===== src/rtl/can_pkg.sv =====
// rtl/can_pkg.sv - shared frame type, scheduler states and arbitration key
package can_pkg;

    localparam int KEY_W = 32;

    typedef struct packed {
        logic        ide;
        logic [28:0] id;
        logic        rtr;
        logic [3:0]  dlc;
        logic [63:0] data;
    } can_frame_t;

    typedef enum logic [2:0] {
        MB_IDLE,
        MB_SELECT,
        MB_WAIT,
        MB_START,
        MB_BUSY
    } tx_mb_state_e;

    // Key mirrors the on-wire arbitration field order so a numeric compare
    // reproduces bus priority: base id, SRR/RTR, IDE, id extension, RTR.
    function automatic logic [KEY_W-1:0] arb_key(input can_frame_t f);
        logic [10:0] base;
        base = f.ide ? f.id[28:18] : f.id[10:0];
        return {base,
                f.ide ? 1'b1 : f.rtr,
                f.ide,
                f.ide ? f.id[17:0] : 18'h0,
                f.ide ? f.rtr : 1'b0};
    endfunction

endpackage


===== src/rtl/can_mb_prio_sel.sv =====
// rtl/can_mb_prio_sel.sv - minimum-key finder over the pending mailboxes
module can_mb_prio_sel
    import can_pkg::*;
#(
    parameter int  NUM_MB = 4,
    localparam int IDX_W  = $clog2(NUM_MB)
) (
    input  logic [NUM_MB*KEY_W-1:0] keys_i,
    input  logic [NUM_MB-1:0]       mask_i,
    output logic [IDX_W-1:0]        win_idx_o,
    output logic                    win_valid_o
);

    logic [KEY_W-1:0] best_key;

    // Strict less-than while scanning upward keeps the lowest index on ties.
    always_comb begin
        win_idx_o   = '0;
        win_valid_o = 1'b0;
        best_key    = '1;
        for (int i = 0; i < NUM_MB; i++) begin
            if (mask_i[i] && (!win_valid_o || keys_i[i*KEY_W +: KEY_W] < best_key)) begin
                win_valid_o = 1'b1;
                best_key    = keys_i[i*KEY_W +: KEY_W];
                win_idx_o   = IDX_W'(i);
            end
        end
    end

endmodule


===== src/rtl/can_tx_mailbox_ctrl.sv =====
// rtl/can_tx_mailbox_ctrl.sv - multi-mailbox CAN transmit scheduler with retry and abort
module can_tx_mailbox_ctrl
    import can_pkg::*;
#(
    parameter int  NUM_MB    = 4,
    parameter int  MAX_RETRY = 0,
    localparam int IDX_W     = $clog2(NUM_MB)
) (
    input  logic              clk,
    input  logic              rst_n,
    input  logic              mb_wr_en,
    input  logic [IDX_W-1:0]  mb_wr_idx,
    input  logic              mb_wr_ide,
    input  logic [28:0]       mb_wr_id,
    input  logic              mb_wr_rtr,
    input  logic [3:0]        mb_wr_dlc,
    input  logic [63:0]       mb_wr_data,
    input  logic [NUM_MB-1:0] mb_req,
    input  logic [NUM_MB-1:0] mb_abort,
    input  logic              bus_idle,
    input  logic              tx_done,
    input  logic              arb_lost,
    input  logic              tx_error,
    output logic              start_tx,
    output logic              ide,
    output logic              rtr,
    output logic [10:0]       id_std,
    output logic [28:0]       id_ext,
    output logic [3:0]        dlc,
    output logic [7:0]        tx_data_0,
    output logic [7:0]        tx_data_1,
    output logic [7:0]        tx_data_2,
    output logic [7:0]        tx_data_3,
    output logic [7:0]        tx_data_4,
    output logic [7:0]        tx_data_5,
    output logic [7:0]        tx_data_6,
    output logic [7:0]        tx_data_7,
    output logic [NUM_MB-1:0] mb_pending,
    output logic [NUM_MB-1:0] tx_ok,
    output logic [NUM_MB-1:0] tx_fail,
    output logic              tx_busy
);

    localparam int RW_RAW = $clog2(MAX_RETRY + 1);
    localparam int RW     = (RW_RAW < 1) ? 1 : RW_RAW;
    localparam logic [RW-1:0] RETRY_LIMIT = RW'(MAX_RETRY);

    can_frame_t               frames_q [NUM_MB];
    can_frame_t               wr_frame;
    logic [NUM_MB*KEY_W-1:0]  keys;
    logic [IDX_W-1:0]         sel_idx;
    logic                     sel_valid;

    tx_mb_state_e             state_q;
    logic [IDX_W-1:0]         act_idx_q;
    can_frame_t               act_frame_q;
    logic                     start_tx_q;
    logic                     abort_q;

    logic [NUM_MB-1:0]        pending_q, pending_d;
    logic [NUM_MB-1:0]        tx_ok_q, tx_ok_d;
    logic [NUM_MB-1:0]        tx_fail_q, tx_fail_d;
    logic [RW-1:0]            retry_q [NUM_MB];
    logic [RW-1:0]            retry_d [NUM_MB];
    logic [RW-1:0]            retry_inc;
    logic                     locked;
    logic                     outcome;
    logic                     act_abort;

    assign wr_frame = '{ide: mb_wr_ide, id: mb_wr_id, rtr: mb_wr_rtr,
                        dlc: mb_wr_dlc, data: mb_wr_data};

    // Mailbox storage; a pending mailbox is write-protected so the queued frame cannot change.
    always_ff @(posedge clk or negedge rst_n) begin
        if (!rst_n) begin
            for (int i = 0; i < NUM_MB; i++) frames_q[i] <= '0;
        end else if (mb_wr_en && !pending_q[mb_wr_idx]) begin
            frames_q[mb_wr_idx] <= wr_frame;
        end
    end

    // Arbitration keys of every stored frame.
    always_comb begin
        keys = '0;
        for (int i = 0; i < NUM_MB; i++) keys[i*KEY_W +: KEY_W] = arb_key(frames_q[i]);
    end

    can_mb_prio_sel #(.NUM_MB(NUM_MB)) u_prio_sel (
        .keys_i      (keys),
        .mask_i      (pending_q),
        .win_idx_o   (sel_idx),
        .win_valid_o (sel_valid)
    );

    // Pending, retry and status bookkeeping; the active mailbox is locked once START is reached.
    always_comb begin
        pending_d = pending_q;
        tx_ok_d   = '0;
        tx_fail_d = '0;
        retry_d   = retry_q;
        locked    = (state_q == MB_START) || (state_q == MB_BUSY);
        outcome   = (state_q == MB_BUSY) && (tx_done || tx_error || arb_lost);
        act_abort = abort_q || mb_abort[act_idx_q];
        retry_inc = (retry_q[act_idx_q] == '1) ? retry_q[act_idx_q] : retry_q[act_idx_q] + 1'b1;
        for (int i = 0; i < NUM_MB; i++) begin
            if (mb_abort[i] && pending_q[i] && !(locked && (IDX_W'(i) == act_idx_q))) begin
                pending_d[i] = 1'b0;
                tx_fail_d[i] = 1'b1;
                retry_d[i]   = '0;
            end else if (mb_req[i] && !mb_abort[i] && !pending_q[i]) begin
                pending_d[i] = 1'b1;
            end
        end
        if (outcome) begin
            if (tx_done) begin
                pending_d[act_idx_q] = 1'b0;
                tx_ok_d[act_idx_q]   = 1'b1;
                retry_d[act_idx_q]   = '0;
            end else if (act_abort ||
                         (tx_error && (MAX_RETRY != 0) && (retry_inc == RETRY_LIMIT))) begin
                pending_d[act_idx_q] = 1'b0;
                tx_fail_d[act_idx_q] = 1'b1;
                retry_d[act_idx_q]   = '0;
            end else if (tx_error) begin
                retry_d[act_idx_q]   = retry_inc;
            end
        end
    end

    // Register the bookkeeping state and the one-cycle status pulses.
    always_ff @(posedge clk or negedge rst_n) begin
        if (!rst_n) begin
            pending_q <= '0;
            tx_ok_q   <= '0;
            tx_fail_q <= '0;
            for (int i = 0; i < NUM_MB; i++) retry_q[i] <= '0;
        end else begin
            pending_q <= pending_d;
            tx_ok_q   <= tx_ok_d;
            tx_fail_q <= tx_fail_d;
            retry_q   <= retry_d;
        end
    end

    // Scheduler FSM: choose, wait for the bus, kick the transmitter, await the outcome.
    always_ff @(posedge clk or negedge rst_n) begin
        if (!rst_n) begin
            state_q     <= MB_IDLE;
            act_idx_q   <= '0;
            act_frame_q <= '0;
            start_tx_q  <= 1'b0;
            abort_q     <= 1'b0;
        end else begin
            start_tx_q <= 1'b0;
            case (state_q)
                MB_IDLE: begin
                    if (|pending_q) state_q <= MB_SELECT;
                end
                MB_SELECT: begin
                    if (sel_valid) begin
                        act_idx_q   <= sel_idx;
                        act_frame_q <= frames_q[sel_idx];
                        abort_q     <= 1'b0;
                        state_q     <= MB_WAIT;
                    end else begin
                        state_q <= MB_IDLE;
                    end
                end
                MB_WAIT: begin
                    // Pending may have been cleared by an abort landing in SELECT.
                    if (mb_abort[act_idx_q] || !pending_q[act_idx_q]) begin
                        state_q <= MB_IDLE;
                    end else if (bus_idle) begin
                        state_q    <= MB_START;
                        start_tx_q <= 1'b1;
                    end
                end
                MB_START: begin
                    state_q <= MB_BUSY;
                    if (mb_abort[act_idx_q]) abort_q <= 1'b1;
                end
                MB_BUSY: begin
                    if (outcome) begin
                        state_q <= MB_IDLE;
                        abort_q <= 1'b0;
                    end else if (mb_abort[act_idx_q]) begin
                        abort_q <= 1'b1;
                    end
                end
                default: state_q <= MB_IDLE;
            endcase
        end
    end

    assign start_tx   = start_tx_q;
    assign tx_busy    = (state_q != MB_IDLE);
    assign mb_pending = pending_q;
    assign tx_ok      = tx_ok_q;
    assign tx_fail    = tx_fail_q;
    assign ide        = act_frame_q.ide;
    assign rtr        = act_frame_q.rtr;
    assign id_ext     = act_frame_q.id;
    assign id_std     = act_frame_q.ide ? act_frame_q.id[28:18] : act_frame_q.id[10:0];
    assign dlc        = act_frame_q.dlc;
    assign tx_data_0  = act_frame_q.data[7:0];
    assign tx_data_1  = act_frame_q.data[15:8];
    assign tx_data_2  = act_frame_q.data[23:16];
    assign tx_data_3  = act_frame_q.data[31:24];
    assign tx_data_4  = act_frame_q.data[39:32];
    assign tx_data_5  = act_frame_q.data[47:40];
    assign tx_data_6  = act_frame_q.data[55:48];
    assign tx_data_7  = act_frame_q.data[63:56];

endmodule


===== config.mk =====
export PLATFORM = sky130hd
export DESIGN_NAME = can_tx_mailbox_ctrl
export DESIGN_NICKNAME = d
export VERILOG_FILES = /design/src/rtl/can_pkg.sv /design/src/rtl/can_mb_prio_sel.sv /design/src/rtl/can_tx_mailbox_ctrl.sv
export SDC_FILE = /design/constraint.sdc
export NUM_CORES = 1
export LEC_CHECK = 0
export ABC_CLOCK_PERIOD_IN_PS = 11600
export CAP_MARGIN = 20
export CORE_MARGIN = 4
export CORE_UTILIZATION = 25
export DETAILED_ROUTE_END_ITERATION = 12
export GPL_ROUTABILITY_DRIVEN = 0
export PLACE_DENSITY = 0.46
export REMOVE_ABC_BUFFERS = 1
export SKIP_LAST_GASP = 1
export SYNTH_ARGS = -nofsm -noshare
export SYNTH_HDL_FRONTEND = slang
export SYNTH_HIERARCHICAL = 1
export SYNTH_SLANG_ARGS = --single-unit

===== constraint.sdc =====
create_clock -name clk -period 11.6 [get_ports clk]
set_clock_uncertainty 0.2 [all_clocks]
set_input_delay 2.9 -clock clk [delete_from_list [all_inputs] [get_ports clk]]
set_output_delay 2.9 -clock clk [all_outputs]
set_load 0.05 [all_outputs]

==> impl_metrics.xml, run 1 <==
<?xml version="1.0" encoding="UTF-8"?>
<metrics>
  <group name="floorplanning">
    <metric name="ioPinCount" unit="">240</metric>
    <metric name="core_area" unit="µm²">104000</metric>
    <metric name="floorplan.die.height" unit="µm">331</metric>
    <metric name="initial_core_util" unit="%">25.2</metric>
    <metric name="floorplan.die.width" unit="µm">331</metric>
    <metric name="dieArea" unit="µm²">110000</metric>
    <metric name="fp-row-count" unit="">118</metric>
  </group>
  <group name="drt">
    <metric name="initialDrtViolationCount" unit="">605</metric>
    <metric name="postRouteAntennaNets" unit="">0</metric>
    <metric name="wl_per_cell" unit="µm">21.3</metric>
    <metric name="num_vias" unit="">16000</metric>
    <metric name="viasPerCell" unit="">4.58</metric>
    <metric name="detail_route.first_pass.iterations" unit="">4</metric>
    <metric name="total_length_of_routed_wires" unit="µm">74500</metric>
    <metric name="route.detailed.drc" unit="">0</metric>
  </group>
  <group name="layout">
    <metric name="largest_register" unit="">frames_q</metric>
    <metric name="postLayoutCellArea" unit="µm²">32200</metric>
    <metric name="instances_no_fill" unit="">3489</metric>
    <metric name="drive_gt1_share" unit="%">39.5</metric>
    <metric name="final_nets" unit="">2261</metric>
    <metric name="flow.area_growth_from_synthesis" unit="%">23.3</metric>
    <metric name="largest_register_ff_count" unit="">396</metric>
  </group>
  <group name="critical_path">
    <metric name="worst_path_dominant_cell_family" unit="">simple AND/OR/NAND/NOR gates</metric>
    <metric name="cp.required" unit="ns">11.94</metric>
    <metric name="path_max_fanout" unit="">20</metric>
    <metric name="worstPathArrival" unit="ns">11.26</metric>
    <metric name="kind_of_critical_path" unit="">register to register</metric>
    <metric name="critical_path.endpoint_type" unit="">register</metric>
    <metric name="critical_path.max_stage_delay" unit="ns">0.85</metric>
    <metric name="critical-path-slowest-cell" unit="">sky130_fd_sc_hd__dfrtp_1</metric>
    <metric name="cpMostUsedCell" unit="">sky130_fd_sc_hd__buf_4</metric>
    <metric name="cp-startpoint" unit="">frames_q[296]</metric>
    <metric name="timing.rr.start" unit="">frames_q[296]</metric>
    <metric name="critical_path_buf_inv_count" unit="">4</metric>
    <metric name="worst_setup_path_start_kind" unit="">register</metric>
  </group>
  <group name="timing">
    <metric name="hold_ws" unit="ns">0.285</metric>
    <metric name="final-setup-viol-count" unit="">0</metric>
    <metric name="layout_setup_ws" unit="ns">0.678</metric>
    <metric name="worst_slew_margin_rel" unit="%">27.4</metric>
    <metric name="final-max-slew-violation-count" unit="">0</metric>
    <metric name="tightest_slew" unit="ns">1.06</metric>
    <metric name="achievable-frequency" unit="GHz">0.0916</metric>
    <metric name="period_needed" unit="ns">10.92</metric>
    <metric name="final_count_of_hold_timing_violations" unit="">0</metric>
    <metric name="grt_setup_unrepaired" unit="">no</metric>
    <metric name="post-route-period-util" unit="%">94.2</metric>
  </group>
  <group name="logic_synthesis">
    <metric name="synth_cell_types" unit="">61</metric>
    <metric name="yosys_warnings" unit="">6</metric>
    <metric name="postSynthRegisterBits" unit="">514</metric>
    <metric name="yosys-top-cells-count" unit="">sky130_fd_sc_hd__mux2_2, sky130_fd_sc_hd__dfrtp_1, sky130_fd_sc_hd__mux4_2</metric>
    <metric name="ys_dominant_reg_cell" unit="">sky130_fd_sc_hd__dfrtp_1</metric>
    <metric name="synth_enable_flop_cells" unit="">0</metric>
    <metric name="synth_area_leaders" unit="">sky130_fd_sc_hd__dfrtp_1, sky130_fd_sc_hd__mux2_2, sky130_fd_sc_hd__mux4_2</metric>
    <metric name="syn_avg_cell_area" unit="µm²">14.3</metric>
    <metric name="post-synth-top-area-fraction" unit="%">49.3</metric>
    <metric name="synth_async_sr_flop_share" unit="%">100</metric>
    <metric name="yosys.cell_count.top_type" unit="">sky130_fd_sc_hd__mux2_2</metric>
    <metric name="synth_area" unit="µm²">26100</metric>
    <metric name="yosysSeqAreaShare" unit="%">49.3</metric>
    <metric name="instance_count_of_the_mapped_netlist" unit="">1821</metric>
    <metric name="cell_type_with_the_largest_total_area_after_synthesis" unit="">sky130_fd_sc_hd__dfrtp_1</metric>
  </group>
  <group name="power">
    <metric name="vdd_ir_drop_max" unit="mV">0.204</metric>
    <metric name="pwr_density_cell" unit="nW/µm²">252</metric>
    <metric name="p_total" unit="mW">8.11</metric>
    <metric name="power.leakage" unit="nW">13.3</metric>
  </group>
  <group name="clocking">
    <metric name="clock_buffers_created_by_tritoncts" unit="">60</metric>
    <metric name="post-cts-setup-buffer-count" unit="">0</metric>
    <metric name="cts_htree_levels" unit="">2</metric>
    <metric name="tritoncts" unit="">done</metric>
    <metric name="clock-root-buffer" unit="">sky130_fd_sc_hd__clkbuf_16</metric>
    <metric name="clk_pin_slew_worst_paths" unit="ns">0.06</metric>
    <metric name="clock_sink_count" unit="">514</metric>
    <metric name="clock_latency_reported_for_the_late_side_of_the_worst_skew_pair" unit="ns">0.68</metric>
    <metric name="cts.path.max_buffers" unit="">3</metric>
    <metric name="cts.repair.resized" unit="">0</metric>
    <metric name="holdBufCountCts" unit="">0</metric>
  </group>
  <group name="placement">
    <metric name="dp.cells" unit="">3371</metric>
    <metric name="detailedPlace.worstSlack" unit="ns">0.704</metric>
    <metric name="io_buffers" unit="">239</metric>
    <metric name="placed_cell_area" unit="µm²">30100</metric>
    <metric name="hpwl_dp" unit="µm">48200</metric>
  </group>
  <group name="grt">
    <metric name="grt.overflow.total" unit="">0</metric>
    <metric name="first_global_vias" unit="">17900</metric>
    <metric name="grt_start_max_net_pins" unit="">166</metric>
    <metric name="grt_antenna_before_repair" unit="">15</metric>
    <metric name="track_usage" unit="%">13.6</metric>
    <metric name="grt_first_pass_wirelength" unit="µm">114000</metric>
  </group>
  <group name="hold_path">
    <metric name="worstHoldPathType" unit="">register to register</metric>
    <metric name="hold_path.startpoint" unit="">frames_q[252]</metric>
  </group>
  <group name="outcome">
    <metric name="status" unit="">complete, no violations</metric>
  </group>
  <group name="job">
    <metric name="max-cap-violations" unit="">0</metric>
  </group>
</metrics>
-- stage by stage --
| step | setup TNS [ns] | utilization (%) |
|---|---|---|
| final | 0 | 31.0 |
| after global routing | 0 | 31.0 |
| after CTS | 0 | 31.0 |
| after detailed placement | 0 | 29.1 |
| after global placement | 0 | 29.1 |
| after floorplan | -844.96 | - |
-- where the power goes --
group / total, mW / internal [mW] / switching (mW)
Combinational: 3.43 / 1.61 / 1.82
Sequential: 2.75 / 2.34 / 0.408
Clock: 1.92 / 1.15 / 0.779
-- layout make-up --
cell class              instances  area (µm²)
clock inverters                18         280
multi-input cells            1143       12600
clock buffers                  92        1740
flip-flops and latches        514       12900
diodes                          7        17.5
inverters                      68         255
repair buffers                267        2730
well taps                    1380        1730
fillers                     10400       71500
-- layout by cell type (no fill, tap or decap), types with 3 or more instances in the layout --
master,n
sky130_fd_sc_hd__a2111oi_0,3
sky130_fd_sc_hd__a211oi_1,6
sky130_fd_sc_hd__a21o_1,9
sky130_fd_sc_hd__a21oi_1,26
sky130_fd_sc_hd__a31oi_1,3
sky130_fd_sc_hd__and2_1,79
sky130_fd_sc_hd__buf_12,8
sky130_fd_sc_hd__buf_4,19
sky130_fd_sc_hd__bufinv_16,5
sky130_fd_sc_hd__clkbuf_1,20
sky130_fd_sc_hd__clkbuf_16,60
sky130_fd_sc_hd__clkbuf_8,12
sky130_fd_sc_hd__clkdlybuf4s50_1,238
sky130_fd_sc_hd__clkinv_2,10
sky130_fd_sc_hd__dfrtp_1,513
sky130_fd_sc_hd__diode_2,7
sky130_fd_sc_hd__ha_1,91
sky130_fd_sc_hd__inv_1,68
sky130_fd_sc_hd__mux2_1,21
sky130_fd_sc_hd__mux2_2,564
sky130_fd_sc_hd__mux2_4,27
sky130_fd_sc_hd__mux4_2,101
sky130_fd_sc_hd__nand2_1,27
sky130_fd_sc_hd__nand2b_1,8
sky130_fd_sc_hd__nand3_1,9
sky130_fd_sc_hd__nand4_1,13
sky130_fd_sc_hd__nor2_1,22
sky130_fd_sc_hd__nor2b_1,39
sky130_fd_sc_hd__nor3_1,9
sky130_fd_sc_hd__nor4_1,3
sky130_fd_sc_hd__o21a_1,4
sky130_fd_sc_hd__o21ai_0,21
sky130_fd_sc_hd__o21bai_1,3
sky130_fd_sc_hd__o221a_1,4
sky130_fd_sc_hd__o22ai_1,4
sky130_fd_sc_hd__o31ai_1,3
sky130_fd_sc_hd__or2_2,6
sky130_fd_sc_hd__or3_1,3
sky130_fd_sc_hd__or4_1,3
-- logic make-up after synthesis --
family | Yosys count | synth area share [%]
buffers and inverters | 164 | 2.83
multiplexers | 715 | 35.6
flip-flops | 514 | 49.3
AND/OR/NAND/NOR | 232 | 5.14
XOR/XNOR | 1 | 0.0336
adder cells (fa/ha/maj) | 91 | 4.36
AO/OA/AOI/OAI | 104 | 2.76
-- final timing paths --
path	cells past startpoint	slack, ns	end
worst max-delay path	31	0.68	id_ext[11]
worst min register to register	1	0.29	frames_q[252]
worst max register to register	31	0.68	id_ext[11]
min in group asynchronous	1	1.98	tx_data_5[2]
worst min-delay path	1	0.29	frames_q[252]
max in group asynchronous	3	7.06	tx_data_0[7]
-- routing by layer --
metal / routed length [µm] / GRT usage, %
met2: 35700 / 22.7
met3: 4450 / 3.75
met4: 1450 / 3.38
met5: 66 / 0
met1: 32800 / 17.6
Power figures use the tool's default switching activity.
==> run 2: changes to the inputs <==
- CORE_UTILIZATION: 25 -> 41
- PLACE_DENSITY: 0.46 -> 0.65
==> run 2 against run 1 <==
  * Sequential share of layout area up 1.0 points
  * Total power down 2.2%
  * Maximum frequency up 1.6%
  * Die area down 38%
  * Utilization up 19 points
  * Count of clock-buffer cells in the layout down 1
  * Worst setup slack better by 0.18 ns
  * Worst hold slack about the same
  * Register-to-register slack better by 0.18 ns
  * Via count up 0.31%
  * Global-route usage up 5.5 points
  * Sequential power down 1%
  * Largest cell class unchanged
==> impl_metrics.xml, run 2 (synthesis results as in run 1) <==
<?xml version="1.0" encoding="UTF-8"?>
<metrics>
  <group name="clocking">
    <metric name="holdBufCountCts" unit="">0</metric>
    <metric name="cts_htree_levels" unit="">2</metric>
    <metric name="cts.repair.resized" unit="">0</metric>
    <metric name="clock-root-buffer" unit="">sky130_fd_sc_hd__clkbuf_16</metric>
    <metric name="clk_pin_slew_worst_paths" unit="ns">0.06</metric>
    <metric name="tritoncts" unit="">done</metric>
    <metric name="clock_sink_count" unit="">514</metric>
    <metric name="clock_latency_reported_for_the_late_side_of_the_worst_skew_pair" unit="ns">0.61</metric>
    <metric name="post-cts-setup-buffer-count" unit="">0</metric>
    <metric name="cts.path.max_buffers" unit="">3</metric>
    <metric name="clock_buffers_created_by_tritoncts" unit="">57</metric>
  </group>
  <group name="grt">
    <metric name="grt_antenna_before_repair" unit="">11</metric>
    <metric name="grt_start_max_net_pins" unit="">169</metric>
    <metric name="first_global_vias" unit="">17600</metric>
    <metric name="track_usage" unit="%">19.1</metric>
    <metric name="grt.overflow.total" unit="">0</metric>
    <metric name="grt_first_pass_wirelength" unit="µm">102000</metric>
  </group>
  <group name="timing">
    <metric name="grt_setup_unrepaired" unit="">no</metric>
    <metric name="worst_slew_margin_rel" unit="%">29.0</metric>
    <metric name="tightest_slew" unit="ns">1.06</metric>
    <metric name="final-setup-viol-count" unit="">0</metric>
    <metric name="achievable-frequency" unit="GHz">0.0931</metric>
    <metric name="final_count_of_hold_timing_violations" unit="">0</metric>
    <metric name="post-route-period-util" unit="%">92.6</metric>
    <metric name="final-max-slew-violation-count" unit="">0</metric>
    <metric name="period_needed" unit="ns">10.75</metric>
  </group>
  <group name="floorplanning">
    <metric name="dieArea" unit="µm²">67800</metric>
    <metric name="floorplan.die.width" unit="µm">260</metric>
    <metric name="core_area" unit="µm²">63100</metric>
    <metric name="initial_core_util" unit="%">41.4</metric>
    <metric name="ioPinCount" unit="">240</metric>
    <metric name="floorplan.die.height" unit="µm">260</metric>
    <metric name="fp-row-count" unit="">92</metric>
  </group>
  <group name="critical_path">
    <metric name="worst_r2r_path_depth" unit="">33</metric>
    <metric name="cpMostUsedCell" unit="">sky130_fd_sc_hd__buf_4</metric>
    <metric name="cp.required" unit="ns">11.88</metric>
    <metric name="critical_path.max_stage_delay" unit="ns">0.78</metric>
    <metric name="worst_setup_path_start_kind" unit="">register</metric>
    <metric name="critical-path-slowest-cell" unit="">sky130_fd_sc_hd__dfrtp_1</metric>
    <metric name="critical_path.endpoint_type" unit="">register</metric>
    <metric name="rrSetupSlack" unit="ns">0.85</metric>
    <metric name="worstPathArrival" unit="ns">11.03</metric>
    <metric name="kind_of_critical_path" unit="">register to register</metric>
    <metric name="path_max_fanout" unit="">21</metric>
  </group>
  <group name="layout">
    <metric name="largest_register_ff_count" unit="">396</metric>
    <metric name="final-seq-area" unit="µm²">12900</metric>
    <metric name="footprint_of_the_multi_input_gates" unit="µm²">12600</metric>
    <metric name="largest_register" unit="">frames_q</metric>
    <metric name="postLayoutCellArea" unit="µm²">31400</metric>
    <metric name="final_common_cell" unit="">sky130_fd_sc_hd__mux2_2</metric>
    <metric name="postLayoutCoreUtil" unit="%">49.8</metric>
    <metric name="flow.area_growth_from_synthesis" unit="%">20.3</metric>
    <metric name="final_nets" unit="">2262</metric>
    <metric name="fillerInstances" unit="">5509</metric>
    <metric name="drive_gt1_share" unit="%">39.6</metric>
    <metric name="layout.cells.most_common_list" unit="">sky130_fd_sc_hd__mux2_2, sky130_fd_sc_hd__dfrtp_1, sky130_fd_sc_hd__clkdlybuf4s50_1</metric>
    <metric name="instances_no_fill" unit="">2950</metric>
  </group>
  <group name="placement">
    <metric name="io_buffers" unit="">239</metric>
    <metric name="hpwl_dp" unit="µm">42000</metric>
    <metric name="dp.cells" unit="">2841</metric>
    <metric name="placed_cell_area" unit="µm²">29500</metric>
  </group>
  <group name="hold_path">
    <metric name="hold_depth" unit="">1</metric>
    <metric name="worstHoldPathType" unit="">register to register</metric>
  </group>
  <group name="drt">
    <metric name="detail_route.first_pass.iterations" unit="">5</metric>
    <metric name="postRouteAntennaNets" unit="">0</metric>
    <metric name="total_length_of_routed_wires" unit="µm">64700</metric>
    <metric name="viasPerCell" unit="">5.43</metric>
    <metric name="initialDrtViolationCount" unit="">770</metric>
    <metric name="num_vias" unit="">16000</metric>
    <metric name="wl_per_cell" unit="µm">21.9</metric>
    <metric name="route.detailed.drc" unit="">0</metric>
  </group>
  <group name="power">
    <metric name="power.leakage" unit="nW">13.2</metric>
    <metric name="pwr_density_cell" unit="nW/µm²">253</metric>
    <metric name="vdd_ir_drop_max" unit="mV">0.161</metric>
  </group>
  <group name="outcome">
    <metric name="status" unit="">complete, no violations</metric>
  </group>
  <group name="job">
    <metric name="max-cap-violations" unit="">0</metric>
  </group>
</metrics>
[run 2: changes by cell type in the layout (fill, tap and decap cells not counted), sizes merged]
cell / before / now
inv: 69 / 68
clkbuf: 92 / 91
diode: 7 / 4
buf: 29 / 33
clkinvlp: 0 / 1
bufinv: 5 / 3
clkinv: 12 / 9
[run 2: worst paths after layout]
path,startpoint,to
max,frames_q[395],tx_data_6[0]
min,frames_q[259],frames_q[259]
max reg2reg,frames_q[395],tx_data_6[0]
min reg2reg,frames_q[259],frames_q[259]
max in group asynchronous,rst_n,frames_q[372]
min in group asynchronous,rst_n,tx_data_4[3]
[run 2: final cells by class]
type,count,share of cell area (%)
antenna,4,0.0319
clock buffer,91,5.52
clock inverter,13,0.570
inverter,68,0.813
multi-input combinational,1143,40.0
sequential,514,41.0
tap,846,3.37
timing repair buffer,271,8.69
[run 2: metal layers]
layer  up-vias  global-route usage (%)  wire [µm]
met5         -                       0        108
met4        14                    4.82       1360
met3       100                    4.97       3800
met2       297                    32.3      31800
met1      8426                    24.7      27600
li1       7177                       -          -
[run 2: through the flow]
step / power, mW / hold WS (ns) / setup WS [ns] / setup TNS, ns
2_1_floorplan: 5.26 / 0.253 / -5.42 / -844.96
4_1_cts: 8.03 / 0.293 / 1.01 / 0
6_report: 7.93 / 0.285 / 0.854 / 0
5_1_grt: 8.38 / 0.303 / 0.230 / 0
3_5_place_dp: 6.17 / 0.279 / 1.05 / 0
3_3_place_gp: 6.08 / 0.264 / 1.31 / 0
[run 2: critical path, delay by kind of cell, from the launching register on]
| kind | cells | cell delay (ns) |
|---|---|---|
| AND/OR/NAND/NOR | 15 | 4.23 |
| multiplexers | 5 | 1.85 |
| buffers and inverters | 4 | 1.52 |
| AO/OA/AOI/OAI | 6 | 1.22 |
| adder cells (fa/ha/maj) | 3 | 0.80 |
| flip-flops | 1 | 0.78 |
[run 2: power breakdown]
| group | internal, mW | switching (mW) |
|---|---|---|
| registers | 2.34 | 0.373 |
| logic | 1.60 | 1.80 |
| clock network | 1.09 | 0.726 |
==> run 3: changes to the inputs <==
- SKIP_LAST_GASP: 1 -> default
==> results of run 3 <==
The final DEF is identical to that of run 2; final timing and power are the same.
